**config.mk**
```make
export PLATFORM = sky130hd
export DESIGN_NAME = alu_seq_psr_flat
export DESIGN_NICKNAME = d
export VERILOG_FILES = /design/src/rtl/alu_seq_psr_pkg.sv /design/src/rtl/alu_seq_psr_if.sv /design/src/rtl/alu_seq_psr_shift_iter.sv /design/src/rtl/alu_seq_psr.sv /design/src/flat_wrapper.sv
export SDC_FILE = /design/constraint.sdc
export NUM_CORES = 1
export LEC_CHECK = 0
export CORE_MARGIN = 2
export CORE_UTILIZATION = 25
export DETAILED_ROUTE_END_ITERATION = 6
export PLACE_DENSITY_LB_ADDON = 0.12
export SETUP_SLACK_MARGIN = 0.05
export SYNTH_ARGS = -nofsm -noshare
export SYNTH_HDL_FRONTEND = slang
export SYNTH_SLANG_ARGS = --single-unit
```
**constraint.sdc**
```tcl
create_clock -name clk -period 5.92 [get_ports clk]
set_clock_uncertainty 0.1 [all_clocks]
set_input_delay 1.184 -clock clk [delete_from_list [all_inputs] [get_ports clk]]
set_output_delay 1.184 -clock clk [all_outputs]
set_load 0.005 [all_outputs]
```
**src/rtl/alu_seq_psr_pkg.sv**
```systemverilog
// rtl/alu_seq_psr_pkg.sv - opcode map, PSR bit positions, FSM states and decode helper
package alu_seq_pkg;

    localparam logic [3:0] OPC_RR    = 4'b0000;
    localparam logic [3:0] OPC_ADDI  = 4'b0101;
    localparam logic [3:0] OPC_ADDUI = 4'b0110;
    localparam logic [3:0] OPC_ADDCI = 4'b0111;
    localparam logic [3:0] OPC_LSH   = 4'b1000;
    localparam logic [3:0] OPC_SUBI  = 4'b1001;
    localparam logic [3:0] OPC_EXT   = 4'b1010;
    localparam logic [3:0] OPC_CMPI  = 4'b1011;
    localparam logic [3:0] OPC_MOVI  = 4'b1101;
    localparam logic [3:0] OPC_RSHI  = 4'b1110;

    localparam logic [3:0] EXT_AND  = 4'b0001;
    localparam logic [3:0] EXT_OR   = 4'b0010;
    localparam logic [3:0] EXT_XOR  = 4'b0011;
    localparam logic [3:0] EXT_ADD  = 4'b0101;
    localparam logic [3:0] EXT_ADDU = 4'b0110;
    localparam logic [3:0] EXT_ADDC = 4'b0111;
    localparam logic [3:0] EXT_SUB  = 4'b1001;
    localparam logic [3:0] EXT_CMP  = 4'b1011;
    localparam logic [3:0] EXT_MOV  = 4'b1101;
    localparam logic [3:0] EXT_RSH  = 4'b1110;
    localparam logic [3:0] EXT_NOT  = 4'b0011;
    localparam logic [3:0] EXT_ARSH = 4'b0100;

    localparam int PSR_C = 4;
    localparam int PSR_L = 3;
    localparam int PSR_F = 2;
    localparam int PSR_Z = 1;
    localparam int PSR_N = 0;

    typedef enum logic {IDLE, SHIFT} state_e;

    typedef enum logic [3:0] {
        OP_NOP, OP_ADD, OP_ADDU, OP_ADDC, OP_SUB, OP_CMP, OP_AND,
        OP_OR, OP_XOR, OP_NOT, OP_MOV, OP_LSH, OP_RSH, OP_ARSH
    } alu_op_e;

    function automatic alu_op_e alu_decode(input logic [3:0] opcode, input logic [3:0] opext);
        alu_op_e op;
        op = OP_NOP;
        case (opcode)
            OPC_RR: begin
                case (opext)
                    EXT_ADD:  op = OP_ADD;
                    EXT_ADDU: op = OP_ADDU;
                    EXT_ADDC: op = OP_ADDC;
                    EXT_SUB:  op = OP_SUB;
                    EXT_CMP:  op = OP_CMP;
                    EXT_AND:  op = OP_AND;
                    EXT_OR:   op = OP_OR;
                    EXT_XOR:  op = OP_XOR;
                    EXT_MOV:  op = OP_MOV;
                    EXT_RSH:  op = OP_RSH;
                    default:  op = OP_NOP;
                endcase
            end
            OPC_ADDI:  op = OP_ADD;
            OPC_ADDUI: op = OP_ADDU;
            OPC_ADDCI: op = OP_ADDC;
            OPC_SUBI:  op = OP_SUB;
            OPC_CMPI:  op = OP_CMP;
            OPC_MOVI:  op = OP_MOV;
            OPC_RSHI:  op = OP_RSH;
            OPC_LSH:   op = OP_LSH;
            OPC_EXT: begin
                if (opext == EXT_NOT)
                    op = OP_NOT;
                else if (opext == EXT_ARSH)
                    op = OP_ARSH;
            end
            default:   op = OP_NOP;
        endcase
        return op;
    endfunction

endpackage

```
**src/rtl/alu_seq_psr_if.sv**
```systemverilog
// rtl/alu_seq_psr_if.sv - request/result handshake bundle between decode, ALU and writeback
interface alu_seq_psr_if #(
    parameter int WIDTH = 16
);
    logic             in_valid;
    logic             in_ready;
    logic [3:0]       opcode;
    logic [3:0]       opext;
    logic [WIDTH-1:0] a;
    logic [WIDTH-1:0] b;
    logic [WIDTH-1:0] res;
    logic             res_we;
    logic [4:0]       psr;
    logic             out_valid;
    logic             out_ready;

    modport master (
        output in_valid, opcode, opext, a, b, out_ready,
        input  in_ready, res, res_we, psr, out_valid
    );

    modport slave (
        input  in_valid, opcode, opext, a, b, out_ready,
        output in_ready, res, res_we, psr, out_valid
    );
endinterface

```
**src/rtl/alu_seq_psr_shift_iter.sv**
```systemverilog
// rtl/alu_seq_psr_shift_iter.sv - iterative one-bit-per-cycle shifter
module alu_shift_iter #(
    parameter int WIDTH   = 16,
    parameter int SHAMT_W = $clog2(WIDTH) + 1
) (
    input  logic               clk,
    input  logic               reset_n,
    input  logic               load_i,
    input  logic               right_i,
    input  logic               arith_i,
    input  logic [SHAMT_W-1:0] amt_i,
    input  logic [WIDTH-1:0]   value_i,
    output logic [WIDTH-1:0]   first_o,
    output logic [WIDTH-1:0]   step_o,
    output logic               last_o
);
    logic [WIDTH-1:0]   value_q;
    logic [SHAMT_W-1:0] cnt_q;
    logic               right_q;
    logic               arith_q;

    function automatic logic [WIDTH-1:0] shift1(input logic [WIDTH-1:0] v,
                                               input logic right, input logic arith);
        if (right)
            return {arith & v[WIDTH-1], v[WIDTH-1:1]};
        return {v[WIDTH-2:0], 1'b0};
    endfunction

    // first_o lets the caller take the first bit on the accept edge itself
    assign first_o = shift1(value_i, right_i, arith_i);
    assign step_o  = shift1(value_q, right_q, arith_q);
    assign last_o  = (cnt_q == SHAMT_W'(1));

    always_ff @(posedge clk) begin
        if (!reset_n) begin
            value_q <= '0;
            cnt_q   <= '0;
            right_q <= 1'b0;
            arith_q <= 1'b0;
        end else if (load_i) begin
            value_q <= first_o;
            cnt_q   <= amt_i;
            right_q <= right_i;
            arith_q <= arith_i;
        end else if (cnt_q != '0) begin
            value_q <= step_o;
            cnt_q   <= cnt_q - SHAMT_W'(1);
        end
    end
endmodule

```
**src/rtl/alu_seq_psr.sv**
```systemverilog
// rtl/alu_seq_psr.sv - registered ALU with PSR, iterative shifter and output holding register
module alu_seq_psr
    import alu_seq_pkg::*;
#(
    parameter int WIDTH   = 16,
    parameter int SHAMT_W = $clog2(WIDTH) + 1
) (
    input logic          clk,
    input logic          reset_n,
    alu_seq_psr_if.slave bus
);
    localparam int MSB = WIDTH - 1;
    localparam logic [SHAMT_W-1:0] AMT_MAX = SHAMT_W'(WIDTH);

    state_e             state_q, state_d;
    logic [WIDTH-1:0]   res_q, res_d;
    logic               res_we_q, res_we_d;
    logic [4:0]         psr_q, psr_d;
    logic               out_valid_q, out_valid_d;

    alu_op_e            op;
    logic               in_ready, accept, is_shift, shift_load, shift_last, carry_in;
    logic [SHAMT_W-1:0] amt_raw, amt;
    logic [WIDTH:0]     sum, diff;
    logic [WIDTH-1:0]   alu_res, first_val, step_val;
    logic               alu_we;
    logic [4:0]         alu_psr;

    assign op       = alu_decode(bus.opcode, bus.opext);
    assign in_ready = reset_n && (state_q == IDLE) && (!out_valid_q || bus.out_ready);
    assign accept   = bus.in_valid && in_ready;
    assign is_shift = (op == OP_LSH) || (op == OP_RSH) || (op == OP_ARSH);
    assign amt_raw  = bus.b[SHAMT_W-1:0];
    assign amt      = (amt_raw > AMT_MAX) ? AMT_MAX : amt_raw;
    assign carry_in = (op == OP_ADDC) ? psr_q[PSR_C] : 1'b0;
    assign sum      = {1'b0, bus.a} + {1'b0, bus.b} + {{WIDTH{1'b0}}, carry_in};
    assign diff     = {1'b0, bus.a} - {1'b0, bus.b};

    always_comb begin
        alu_res = '0;
        alu_we  = 1'b1;
        alu_psr = psr_q;
        case (op)
            OP_ADD, OP_ADDC: begin
                alu_res        = sum[MSB:0];
                alu_psr[PSR_C] = sum[WIDTH];
                alu_psr[PSR_F] = (bus.a[MSB] == bus.b[MSB]) && (sum[MSB] != bus.a[MSB]);
            end
            OP_ADDU: begin
                alu_res        = sum[MSB:0];
                alu_psr[PSR_C] = sum[WIDTH];
                alu_psr[PSR_F] = sum[WIDTH];
            end
            OP_SUB: begin
                alu_res        = diff[MSB:0];
                alu_psr[PSR_C] = diff[WIDTH];
                alu_psr[PSR_F] = (bus.a[MSB] != bus.b[MSB]) && (diff[MSB] != bus.a[MSB]);
            end
            OP_CMP: begin
                alu_we         = 1'b0;
                alu_psr[PSR_Z] = (bus.a == bus.b);
                alu_psr[PSR_L] = diff[WIDTH];
                alu_psr[PSR_N] = $signed(bus.a) < $signed(bus.b);
            end
            OP_AND: alu_res = bus.a & bus.b;
            OP_OR:  alu_res = bus.a | bus.b;
            OP_XOR: alu_res = bus.a ^ bus.b;
            OP_NOT: alu_res = ~bus.a;
            OP_MOV: alu_res = bus.b;
            OP_LSH, OP_RSH, OP_ARSH:
                alu_res = (amt == '0) ? bus.a : first_val;
            default: alu_we = 1'b0;
        endcase
    end

    alu_shift_iter #(.WIDTH(WIDTH), .SHAMT_W(SHAMT_W)) u_shift (
        .clk     (clk),
        .reset_n (reset_n),
        .load_i  (shift_load),
        .right_i (op != OP_LSH),
        .arith_i (op == OP_ARSH),
        .amt_i   (amt - SHAMT_W'(1)),
        .value_i (bus.a),
        .first_o (first_val),
        .step_o  (step_val),
        .last_o  (shift_last)
    );

    always_comb begin
        state_d     = state_q;
        res_d       = res_q;
        res_we_d    = res_we_q;
        psr_d       = psr_q;
        out_valid_d = out_valid_q;
        shift_load  = 1'b0;
        if (out_valid_q && bus.out_ready) begin
            out_valid_d = 1'b0;
            res_d       = '0;
            res_we_d    = 1'b0;
        end
        case (state_q)
            IDLE: begin
                if (accept) begin
                    psr_d = alu_psr;
                    // amounts of 0 and 1 finish on the accept edge
                    if (is_shift && (amt > SHAMT_W'(1))) begin
                        shift_load = 1'b1;
                        state_d    = SHIFT;
                    end else begin
                        res_d       = alu_res;
                        res_we_d    = alu_we;
                        out_valid_d = 1'b1;
                    end
                end
            end
            SHIFT: begin
                if (shift_last) begin
                    res_d       = step_val;
                    res_we_d    = 1'b1;
                    out_valid_d = 1'b1;
                    state_d     = IDLE;
                end
            end
            default: state_d = IDLE;
        endcase
    end

    always_ff @(posedge clk) begin
        if (!reset_n) begin
            state_q     <= IDLE;
            res_q       <= '0;
            res_we_q    <= 1'b0;
            psr_q       <= '0;
            out_valid_q <= 1'b0;
        end else begin
            state_q     <= state_d;
            res_q       <= res_d;
            res_we_q    <= res_we_d;
            psr_q       <= psr_d;
            out_valid_q <= out_valid_d;
        end
    end

    assign bus.in_ready  = in_ready;
    assign bus.res       = res_q;
    assign bus.res_we    = res_we_q;
    assign bus.psr       = psr_q;
    assign bus.out_valid = out_valid_q;
endmodule

```
**src/flat_wrapper.sv**
```systemverilog
// flat-port wrapper written by rule: the top's interface ports become plain ports
module alu_seq_psr_flat import alu_seq_pkg::*;
#(
    parameter int WIDTH   = 16,
    parameter int SHAMT_W = $clog2(WIDTH) + 1
)
  (clk, reset_n, bus_in_valid, bus_opcode, bus_opext, bus_a, bus_b, bus_out_ready, bus_in_ready, bus_res, bus_res_we, bus_psr, bus_out_valid);
  alu_seq_psr_if #(.WIDTH(WIDTH)) bus_i ();
  input logic clk;
  input logic reset_n;
  input wire logic [$bits(bus_i.in_valid)-1:0] bus_in_valid;
  input wire logic [$bits(bus_i.opcode)-1:0] bus_opcode;
  input wire logic [$bits(bus_i.opext)-1:0] bus_opext;
  input wire logic [$bits(bus_i.a)-1:0] bus_a;
  input wire logic [$bits(bus_i.b)-1:0] bus_b;
  input wire logic [$bits(bus_i.out_ready)-1:0] bus_out_ready;
  output wire logic [$bits(bus_i.in_ready)-1:0] bus_in_ready;
  output wire logic [$bits(bus_i.res)-1:0] bus_res;
  output wire logic [$bits(bus_i.res_we)-1:0] bus_res_we;
  output wire logic [$bits(bus_i.psr)-1:0] bus_psr;
  output wire logic [$bits(bus_i.out_valid)-1:0] bus_out_valid;
  assign bus_i.in_valid = bus_in_valid;
  assign bus_i.opcode = bus_opcode;
  assign bus_i.opext = bus_opext;
  assign bus_i.a = bus_a;
  assign bus_i.b = bus_b;
  assign bus_i.out_ready = bus_out_ready;
  assign bus_in_ready = bus_i.in_ready;
  assign bus_res = bus_i.res;
  assign bus_res_we = bus_i.res_we;
  assign bus_psr = bus_i.psr;
  assign bus_out_valid = bus_i.out_valid;
  alu_seq_psr #(.WIDTH(WIDTH), .SHAMT_W(SHAMT_W)) u_core (.clk(clk), .reset_n(reset_n), .bus(bus_i));
endmodule
```
==> impl_metrics.yaml <==
clock_network:
  cts_buffer_depth: 2
  cts_hold_buf: 0
  cts_tree: "built"
  root_buffer: "clkbuf_16"
  insertion_delay_ns: 0.29
  post-cts-setup-buffers: 0
  clock-sinks: 47
  cts_made_buffers: 5
  path_clk_slew_ns: 0.07
  htreeDepth: 2
global_routing:
  grt_max_degree: 43
  grt_usage_pct: 19.9
  antenna_found_initial: 0
  grt.overflow.total: 0
  grt_pass1_vias: 6294
  grt_pass1_wl_um: 37800
logic_synthesis:
  synthSimpleGateAreaFrac_pct: 22.2
  ys_seq_area_share_pct: 15.8
  synth_compound_area_share_pct: 35.1
  synthCells: 809
  yosysWarningCount: 0
  synth_fa_ha_area_share_pct: 13.0
  avgSynthCellArea_sq_um: 7.38
  synth_xor_area_share_pct: 2.79
  synthFlopType: "dfxtp_1"
  synth_edf_count: 0
  synth_cell_type_count: 81
  synth_seq_cells: 47
  synth_top_family_by_area: "compound AO/OA/AOI/OAI gates"
  syn_area_sq_um: 5970
  async_flop_share_pct: 0
  synth.net_count: 913
  muxShareOfSynthArea_pct: 3.56
floorplan:
  dieWidth_um: 159
  core-area_sq_um: 23500
  dieArea_sq_um: 25100
  start_util_pct: 25.4
  die_h_um: 159
  num_io_pins: 68
  row_count: 56
routing:
  drt-wirelength-per-cell_um: 21.0
  post-route-drc-count: 0
  drt_iter0_drc: 448
  vias: 6495
  routed_wl_um: 24900
  via_per_inst: 5.49
  dr.pass1.iters: 5
  ant_nets: 0
setup_path:
  critical_path_class: "in2reg"
  start_kind: "input port"
  cp.required_ns: 6.01
  end_kind: "flop"
  cp.arrival_ns: 5.62
  critPathMaxFanout: 5
place:
  gp_congestion: 0.853
  placed_area_sq_um: 7050
  placed_cells: 1174
  post-place-ws_ns: 0.0722
  io_buffers: 67
  hpwl_um: 19200
sta:
  grt_setup_unrepaired: "no"
  fmax_mhz: 181
  setup_violations: 0
  fin_setup_tns_ns: 0
  hold_violations: 0
  final.setup.worst_slack_ns: 0.386
  slew_headroom_pct: 25.3
  worst_pin_slew_ns: 1.12
  period_minus_slack_ns: 5.53
  drv_slew: 0
  fin_crit_sh_pct: 93.5
final_layout:
  final_common_cell: "nor2_1"
  fin_cells: 1182
  layout_common_cells: "nor2_1, nand2_1, clkdlybuf4s50_1, ha_1, a21oi_1"
  area_delta_synth_final_pct: 21.0
  multiInputGateArea_sq_um: 4580
  regArea_sq_um: 941
  fillers: 2581
  final_nets: 966
  drive_gt1_share_pct: 7.76
  design_area_sq_um: 7220
  num_antenna_cells: 0
job:
  maxCapViolations: 0
outcome:
  status: "finished, final reports clean"
pwr:
  design_power_total_w: 0.00156
  power_leakage_nw: 2.83
  peakVddDrop_uv: 147
  power.density_nw_per_um2: 216
worst_hold_path:
  min-delay-path-class: "reg2reg"
[Yosys cell counts (4+ instances only)]
master,instances,area share (%)
nor2_1,81,5.1
nand2_1,73,4.6
ha_1,57,12
a21oi_1,55,4.6
inv_1,53,3.3
dfxtp_1,47,16
clkbuf_1,31,1.9
nor3_1,26,2.2
nand3_1,22,1.8
o21ai_0,22,1.8
o221ai_1,21,3.1
buf_2,20,1.7
mux2i_1,19,3.2
o211ai_1,18,2.3
o21a_1,17,2.1
xnor2_1,16,2.3
a211oi_1,13,1.6
a31oi_1,13,1.4
and3_1,13,1.4
a22o_1,12,1.8
nand2b_1,9,0.94
o22ai_1,9,0.94
nor2b_1,8,0.84
a21boi_0,7,0.88
a221o_1,7,1.2
o31ai_1,7,0.88
a21o_1,6,0.75
a221oi_1,6,0.88
o21ai_1,6,0.50
o21bai_1,6,0.75
and2_1,5,0.52
nand3b_1,5,0.63
nor4_1,5,0.52
a22oi_1,4,0.50
a32oi_1,4,0.59
o2111ai_1,4,0.59
o211a_1,4,0.67
o311ai_1,4,0.59
[repair_timing]
| item | CTS | global route |
|---|---|---|
| endpoints found under the hold margin | 0 | 0 |
| endpoints found under the setup margin | 0 | 2 |
| gates resized for setup | 0 | 1 |
[registers in the layout, indices dropped and copies added (netlist names)]
name and cells:
u_core.bus.out_valid 1, u_core.u_shift.right_q 1, u_core.bus.res 16, u_core.state_q 1, u_core.u_shift.value_q 16, u_core.bus.res_we 1, u_core.bus.psr 5, u_core.u_shift.arith_q 1
u_core.u_shift.cnt_q 5
[per-layer routing]
metal  GRT usage [%]  part of all wire (%)  vias up
li1                -                     -     3128
met1            26.9                    46     3138
met2            33.3                    47      195
met3            2.15                   4.7       34
met4            6.22                   3.1        0
met5               0                     0        -
[metrics by stage]
stage                     util, %  hold WS [ns]
after floorplan                 -         0.344
after global placement       30.0         0.358
after detailed placement     30.0         0.364
after CTS                    30.8         0.382
after global routing         30.8         0.432
final                        30.8         0.375
[power by group]
part | internal, W | leakage (nW) | total (W) | switching [W]
Combinational | 0.000321 | 2.36 | 0.000785 | 0.000464
Sequential | 0.000381 | 0.383 | 0.000439 | 0.0000585
Clock | 0.000210 | 0.0868 | 0.000337 | 0.000127
Total | 0.000912 | 2.83 | 0.00156 | 0.000649
[cell type report]
class                   instances  area share (%)
multi-input cells             653            63.4
well taps                     319            5.52
flip-flops and latches         47            13.0
repair buffers                102            12.9
inverters                      53            2.75
clock buffers                   6            1.92
clock inverters                 2           0.485
[path summary, 6_finish.rpt]
kind                                             start                      to  slack (ns)  cells past startpoint
worst min-delay path            u_core.u_shift.arith_q  u_core.u_shift.arith_q        0.38                      2
worst min register to register  u_core.u_shift.arith_q  u_core.u_shift.arith_q        0.38                      2
worst max-delay path                      bus_opext[0]       u_core.bus.res[8]        0.39                     18
worst max register to register       u_core.bus.psr[4]       u_core.bus.res[8]        2.59                     11
[cell families (layout without fill, tap and decap cells)]
logic type	count (synthesis)	after routing
fa+ha+maj	60	60
buf+inv	109	163
mux	21	21
simple gates	271	271
flops	47	47
xor+xnor	19	19
compound gates	282	282
[critical path, cell delays in order]
cell and delay, ns:
clkdlybuf4s50_1 0.55, inv_1 0.09, ha_1 0.21, mux2_2 0.27, a21oi_1 0.30, o211ai_4 0.11
nor2_1 0.15, nand4_1 0.30, fa_1 0.51, fa_1 0.43, nand2b_1 0.20, a21oi_2 0.22
o31ai_1 0.10, a22o_1 0.22, a221oi_2 0.21, nand2_1 0.07, a21o_1 0.18, a221o_1 0.31
Note: power is estimated with default switching activity, not from simulation.
